<file path="config.mk">
export PLATFORM = sky130hd
export DESIGN_NAME = pipe_stage_reg
export DESIGN_NICKNAME = d
export VERILOG_FILES = /design/src/rtl/pipe_stage_reg_pkg.sv /design/src/rtl/pipe_stage_reg_sat_counter.sv /design/src/rtl/pipe_stage_reg.sv
export SDC_FILE = /design/constraint.sdc
export NUM_CORES = 1
export LEC_CHECK = 0
export BUFFER_PORTS_ARGS = -buffer_cell sky130_fd_sc_hd__buf_2
export CORE_AREA = 5 5 180 182
export CTS_BUF_LIST = sky130_fd_sc_hd__clkbuf_4
export DETAILED_ROUTE_END_ITERATION = 16
export DIE_AREA = 0 0 185 187
export SLEW_MARGIN = 40
export SYNTH_ARGS = -nofsm -noshare
export SYNTH_HDL_FRONTEND = slang
export SYNTH_HIERARCHICAL = 1
export SYNTH_SLANG_ARGS = --single-unit
</file>
<file path="constraint.sdc">
create_clock -name clk -period 9.25 [get_ports clk]
set_clock_uncertainty 0.05 [all_clocks]
set_input_delay 1.85 -clock clk [delete_from_list [all_inputs] [get_ports clk]]
set_output_delay 1.85 -clock clk [all_outputs]
set_load 0.05 [all_outputs]
</file>
<file path="src/rtl/pipe_stage_reg_pkg.sv">
// Shared constants for the MIPS inter-stage pipeline registers.
// Lane indices name the generic data words carried across the D/E boundary.
package pipe_stage_reg_pkg;

  localparam logic [4:0]  EXC_NONE         = 5'd0;
  localparam logic [31:0] NOP_INSTR        = 32'h0000_0000;
  localparam logic [31:0] PC_RESET_DEFAULT = 32'h0000_3000;

  localparam int LANE_RD1 = 0;
  localparam int LANE_RD2 = 1;
  localparam int LANE_EXT = 2;
  localparam int LANE_PC8 = 3;

endpackage

</file>
<file path="src/rtl/pipe_stage_reg_sat_counter.sv">
// Saturating up-counter: counts inc_i cycles, sticks at all-ones.
// Synchronous active-high reset clears it.
module sat_counter #(
  parameter int CNT_W = 32
) (
  input  logic             clk,
  input  logic             reset,
  input  logic             inc_i,
  output logic [CNT_W-1:0] cnt_o
);

  logic [CNT_W-1:0] cnt_q;

  // NOTE: registers take non-blocking (<=) so every flop samples pre-edge values.
  always_ff @(posedge clk) begin
    if (reset)                       cnt_q <= '0;
    else if (inc_i && (cnt_q != '1)) cnt_q <= cnt_q + 1'b1;
  end

  assign cnt_o = cnt_q;

endmodule

</file>
<file path="src/rtl/pipe_stage_reg.sv">
// Inter-stage pipeline register with stall hold, bubble insertion on flush,
// valid tracking and saturating stall/bubble performance counters.
module pipe_stage_reg
  import pipe_stage_reg_pkg::*;
#(
  parameter int          DATA_W           = 32,
  parameter int          NUM_LANES        = 4,
  parameter logic [31:0] PC_RESET         = PC_RESET_DEFAULT,
  parameter bit          KEEP_PC_ON_FLUSH = 1'b1,
  parameter int          CNT_W            = 32
) (
  input  logic                        clk,
  input  logic                        reset,
  input  logic                        stall_i,
  input  logic                        flush_i,
  input  logic                        valid_i,
  input  logic [31:0]                 instr_i,
  input  logic [31:0]                 pc_i,
  input  logic                        bd_i,
  input  logic [4:0]                  exc_i,
  input  logic [NUM_LANES*DATA_W-1:0] data_i,
  output logic                        valid_o,
  output logic [31:0]                 instr_o,
  output logic [31:0]                 pc_o,
  output logic                        bd_o,
  output logic [4:0]                  exc_o,
  output logic [NUM_LANES*DATA_W-1:0] data_o,
  output logic [CNT_W-1:0]            stall_cnt_o,
  output logic [CNT_W-1:0]            bubble_cnt_o
);

  logic                        valid_q, valid_d;
  logic [31:0]                 instr_q, instr_d;
  logic [31:0]                 pc_q,    pc_d;
  logic                        bd_q,    bd_d;
  logic [4:0]                  exc_q,   exc_d;
  logic [NUM_LANES*DATA_W-1:0] data_q,  data_d;

  // NOTE: hold is the default for every next-state signal, so no path infers a latch.
  always_comb begin
    valid_d = valid_q;
    instr_d = instr_q;
    pc_d    = pc_q;
    bd_d    = bd_q;
    exc_d   = exc_q;
    data_d  = data_q;
    if (flush_i) begin
      // A bubble must never look like an exception source downstream.
      valid_d = 1'b0;
      instr_d = NOP_INSTR;
      exc_d   = EXC_NONE;
      data_d  = '0;
      pc_d    = KEEP_PC_ON_FLUSH ? pc_i : PC_RESET;
      bd_d    = KEEP_PC_ON_FLUSH ? bd_i : 1'b0;
    end else if (!stall_i) begin
      valid_d = valid_i;
      instr_d = instr_i;
      pc_d    = pc_i;
      bd_d    = bd_i;
      exc_d   = exc_i;
      data_d  = data_i;
    end
  end

  always_ff @(posedge clk) begin
    if (reset) begin
      valid_q <= 1'b0;
      instr_q <= NOP_INSTR;
      pc_q    <= PC_RESET;
      bd_q    <= 1'b0;
      exc_q   <= EXC_NONE;
      data_q  <= '0;
    end else begin
      valid_q <= valid_d;
      instr_q <= instr_d;
      pc_q    <= pc_d;
      bd_q    <= bd_d;
      exc_q   <= exc_d;
      data_q  <= data_d;
    end
  end

  logic stall_inc, bubble_inc;
  assign stall_inc  = !flush_i && stall_i;
  assign bubble_inc = flush_i || (!stall_i && !valid_i);

  sat_counter #(.CNT_W(CNT_W)) u_stall_cnt (
    .clk   (clk),
    .reset (reset),
    .inc_i (stall_inc),
    .cnt_o (stall_cnt_o)
  );

  sat_counter #(.CNT_W(CNT_W)) u_bubble_cnt (
    .clk   (clk),
    .reset (reset),
    .inc_i (bubble_inc),
    .cnt_o (bubble_cnt_o)
  );

  assign valid_o = valid_q;
  assign instr_o = instr_q;
  assign pc_o    = pc_q;
  assign bd_o    = bd_q;
  assign exc_o   = exc_q;
  assign data_o  = data_q;

endmodule

</file>
======== Word level (Yosys, flattened, before mapping) ========
Cells that the tools add are included.
storage, ports and cells
  flip-flop bits (word level) ............. 263
  bits of input ports ..................... 203
  output and inout port bits .............. 263
  word-level logic and storage cells ...... 26
operators by class
  add/sub/neg operators ................... 2
  equality and inequality tests ........... 3
  multiplexer cells ....................... 4
  reductions and logical operators ........ 9
operator list
  kind                                           count
  adder 32 x 1 -> 32 bit, second input constant  2
  2-to-1 mux 32 bit                              2
  != test 32 bit, second input constant          2
  logical AND 1 bit                              4
  logical NOT 1 bit                              3
  2-to-1 mux 1 bit                               2
  != test 2 x 1 -> 1 bit, second input constant  1
  OR reduction 2 bit                             1
  logical OR 1 bit                               1

======== Longest topological paths before layout ========
  depth in word-level cells ............... 4
  depth in mapped cells ................... 9
  mapped depth without buffers ............ 6

======== Hierarchy ========
Netlist, hierarchy kept.
modules (own cells, without submodules)
  module          instances  cells an instance  area an instance (sq um)  sequential area each (sq um)
  pipe_stage_reg  1          688                7788.7                    3983.8
  sat_counter     2          199                1674.1                    640.6

======== Worst setup path before layout ========
Ideal clock, no wire load.
  kind .................................... input -> register
  start ................................... input stall_i
  end ..................................... register u_bubble_cnt.cnt_q[31] (netlist: u_bubble_cnt/cnt_o[31])
  setup time .............................. 0.121 ns
  arrival ................................. 4.131 ns
  data required time ...................... 9.079 ns
  setup slack ............................. 4.949 ns
  cell stages on the path ................. 9
  buffers on the path ..................... 3
  path through ............................ buf_4 -> buf_6 -> buf_4 -> o21bai_1 -> nand4_1 -> nor4_2 -> nand4_1 -> nor4_1 -> mux2_2
on the way
  word-level cells in the longest chain between the ends .. 4
RTL lines
  what                  RTL line                          text
  from (decl)           pipe_stage_reg.sv:14              input logic stall_i,
  logical NOT 1 bit     pipe_stage_reg.sv:85              assign bubble_inc = flush_i || (!stall_i && !valid_i);
  logical AND 1 bit     pipe_stage_reg.sv:85
  logical OR 1 bit      pipe_stage_reg.sv:85
  via bubble_inc        pipe_stage_reg.sv:83              logic stall_inc, bubble_inc;
  logical AND 1 bit     pipe_stage_reg_sat_counter.sv:17  else if (inc_i && (cnt_q != '1)) cnt_q <= cnt_q + 1'b1;
  to (signal assigned)  pipe_stage_reg_sat_counter.sv:17
  to (decl)             pipe_stage_reg_sat_counter.sv:12  logic [CNT_W-1:0] cnt_q;
The timed path passes the listed nets, and every way through them passes these cells.
A chain may end at the register's enable or synchronous reset.

======== Final worst setup path ========
Same ends and word-level chain as after synthesis.

==> results.md <==
* Slew of the pin with the lowest slew margin at 0.760 ns
* Vias per cell at 4.84
* Worst path depth at 7
* Initial DRC count at 439
* Area contributors post-synth: dfxtp_1 (47%), mux2i_1 (15%), nor2_2 (5.6%)
* Total Nets Final at 1765
* Buf/Inv on CP at 1
* CTS H-tree lvls at 3
* Delay-heaviest family, CP: simple AND/OR/NAND/NOR gates
* Mean Syn Cell Area at 10.3 sq um
* Tcrit/Tclk final at 44.9%
* Worst-Skew Late Latency at 0.64 ns
* Worst rel slew slack at 48.9%
* # IOs at 466
* P&R area growth vs syn at 29.6%
* Register Area at 0.00527 sq mm
* Gpl congestion at 0.822
* Die area at 0.0346 sq mm
* Endpoint class of the critical path: register
* Maximum vdd drop at 0.127 mV
* Critical path startpoint: stall_i
* Post-synth top area share at 47.3%
* Min Tclk post-route at 4.15 ns
* Multi-input gate area at 0.00528 sq mm
* Most frequent cell after synthesis: dfxtp_1
* Sequential power share at 45.7%
* Final Hold Viols at 0
* Total GRT Usage at 18.7%
* Final worst slack at 5.10 ns
* Synth area leader: dfxtp_1
* Max incr delay on CP at 0.69 ns
* Clk buf depth at 3
* Final setup viols at 0
* R2R depth at 6
* Finished Layout Cells at 2010
* FF-to-FF Start: u_bubble_cnt/cnt_o[21]$_SDFFE_PP0P_
* Hold Crit Class: register to register
* First-pass iteration count of the detailed router at 5
* Required time worst endpoint at 9.72 ns
* Sw Ratio at 28.0%
* Critical path's slowest cell: nor4_2
* First-pass GRT wire length at 52600 um
* Layout cells sized above 1 at 44.0%
* Routed Antenna Nets at 0
* Status: finished clean
* Hold_buf cts at 0
* Initial antenna violation count at 8
* CP startpoint kind: primary input
* Synth warnings at 6
* Lkg Pwr at 6.74 nW
* Final core occ at 47.4%
* Final WL at 34400 um
* Mean routed wirelength per cell at 17.1 um
* # Post-CTS Setup Buffers at 0
* Synth async-reset ratio at 0%
* Post-Syn Instances at 1086
* Die height at 187 um
* Port-buffer cells at 465
* Net Count, Synth at 1291
* Arr. time, crit path at 4.63 ns
* Worst reg2reg path endpoint: u_bubble_cnt/cnt_o[21]$_SDFFE_PP0P_
* Final Cell Area at 0.0144 sq mm
* Worst-path cell chain: buf_8, o21bai_1, nand4_1, nor4_2, nand4_1, nor4_1, mux2_2
* Largest net degree at the start of global routing at 84
* Commonest cells in the netlist: dfxtp_1 (263), mux2i_1 (170), nor2_2 (100), nor2_1 (98), a21oi_1 (44)
* Crit Path Max Fanout at 83
* Place WS at 4.52 ns
* Dpl cells at 1878
* Clock transition at the registers of the reported paths at 0.06 ns
* RSZ-0062 raised after global routing: no
* Clock share of power at 41.0%
* WS Path Type: primary input to register
* Die X at 185 um
* Synthesized area at 0.0111 sq mm
* Pwr Density at 180 mW/mm^2
* FMAX at 0.241 GHz
* Vias at 9731
* Fill count at 3078
* Hpwl dp at 25100 um
* CP most frequent cell: nand4_1
* NetSw at 0.727 mW
* Worst setup endpoint: u_bubble_cnt/cnt_o[31]$_SDFFE_PP0P_
* Initial Utilization at 36.6%
* Register-to-register setup slack at 6.42 ns
* Vias in the first global route at 9341
* Post-CTS sizing at 0
* Total CTS buffers at 75
* DRC Markers at 0
* Logic gate share of total power at 13.3%
* Internal power at 1.87 mW
* CORE AREA at 0.0304 sq mm
* Sequential share of the synthesized area at 47.3%
* Setup total negative slack at 0 ns
* Flops & latches, synth at 263
* EDFF count, synth at 0
* Final Max Tran Viols at 0
* Row Count at 64
* TritonCTS clock tree: done
* Top_reg_cell synth: dfxtp_1
* Placement Cell Area at 0.0135 sq mm
* Clock root buffer master: clkbuf_4
* Gr ovfl total at 0
* TritonCTS Sinks at 263
* Max_cap viols at 0
* Synth cell types at 47
## cell type report
type | instances | area share [%]
sequential | 263 | 36.5
tap | 396 | 3.43
clock inverter | 18 | 0.867
inverter | 4 | 0.104
multi-input combinational | 742 | 36.5
timing repair buffer | 474 | 16.8
antenna | 4 | 0.0693
clock buffer | 109 | 5.67
## how the worst min path moves through the flow
stage	end	slack (ns)	depth (start not counted)	from
after global placement	instr_o[23]$_SDFFE_PP0N_	0.42	2	instr_o[23]$_SDFFE_PP0N_
after detailed placement	data_o[8]$_SDFFE_PP0N_	0.43	2	data_o[8]$_SDFFE_PP0N_
after floorplan	u_bubble_cnt/cnt_o[15]$_SDFFE_PP0P_	0.67	2	u_bubble_cnt/cnt_o[15]$_SDFFE_PP0P_
after CTS	pc_o[18]$_SDFFE_PP0P_	0.44	2	pc_o[18]$_SDFFE_PP0P_
after global routing	pc_o[6]$_SDFFE_PP0P_	0.45	2	pc_o[6]$_SDFFE_PP0P_
final	pc_o[10]$_SDFFE_PP0P_	0.44	2	pc_o[10]$_SDFFE_PP0P_
## metrics by stage
step	hold WS, ns	power [mW]
finish	0.439	2.60
global route	0.449	2.74
CTS	0.442	2.65
detailed placement	0.429	1.56
global placement	0.418	1.55
floorplan	0.666	1.47
## worst reg2reg max path: stages (launching register included)
cell     delay (ns)
dfxtp_1        0.42
and3_4         0.25
or3b_1         0.50
nor4_2         0.73
buf_4          0.36
nor3b_1        0.09
mux2_1         0.32
## flip-flops by register name, indices dropped and copies added, names as in the netlist
name and cells:
bd_o 1, u_stall_cnt/cnt_o 32, pc_o 32, u_bubble_cnt/cnt_o 32, valid_o 1, exc_o 5, data_o 128, instr_o 32
## layer usage
layer	track usage (%)	routed length [um]
met5	0	41
met4	6.83	702
met3	6.36	3200
met2	31.6	16800
met1	21.8	13700
## placed cells by master, fill, tap and decap left out, types with 3 or more instances in the layout
cell / synthesis / layout
a2111oi_0: 4 / 4
o31ai_1: 24 / 24
a21oi_1: 44 / 44
or4_1: 24 / 24
mux2i_1: 170 / 170
clkbuf_4: 0 / 109
buf_2: 12 / 463
and4_1: 8 / 8
nand2_1: 20 / 20
nor3_1: 4 / 4
o21ai_0: 16 / 16
nor4_2: 2 / 3
nor3b_1: 4 / 4
nor2_1: 98 / 98
buf_4: 19 / 6
and3_1: 6 / 6
nand3_1: 26 / 26
nor2_2: 100 / 100
nor4_1: 8 / 6
clkinv_1: 0 / 13
nand4_1: 20 / 20
nor2b_1: 5 / 4
diode_2: 0 / 4
or3_1: 20 / 20
xnor2_1: 12 / 12
nand4bb_1: 31 / 31
inv_1: 4 / 4
o21ai_1: 31 / 31
dfxtp_1: 263 / 263
buf_6: 7 / 3
nand2b_1: 33 / 33
## kinds of logic after synthesis
group / Yosys count / share of synthesized area [%]
AND/OR/NAND/NOR: 422 / 23.0
buffers and inverters: 81 / 5.58
adder cells (fa/ha/maj): 2 / 0.225
XOR/XNOR: 14 / 1.10
flip-flops: 263 / 47.3
multiplexers: 174 / 15.7
AO/OA/AOI/OAI: 130 / 7.12
## power groups by stage
stage / registers [mW] / logic [mW] / clock network (mW)
after floorplan: 1.33 / 0.135 / 0
after global placement: 1.21 / 0.344 / 0
after detailed placement: 1.21 / 0.346 / 0
after CTS: 1.19 / 0.347 / 1.12
after global routing: 1.19 / 0.366 / 1.19
final: 1.19 / 0.345 / 1.07
Power figures use the tool's default switching activity.
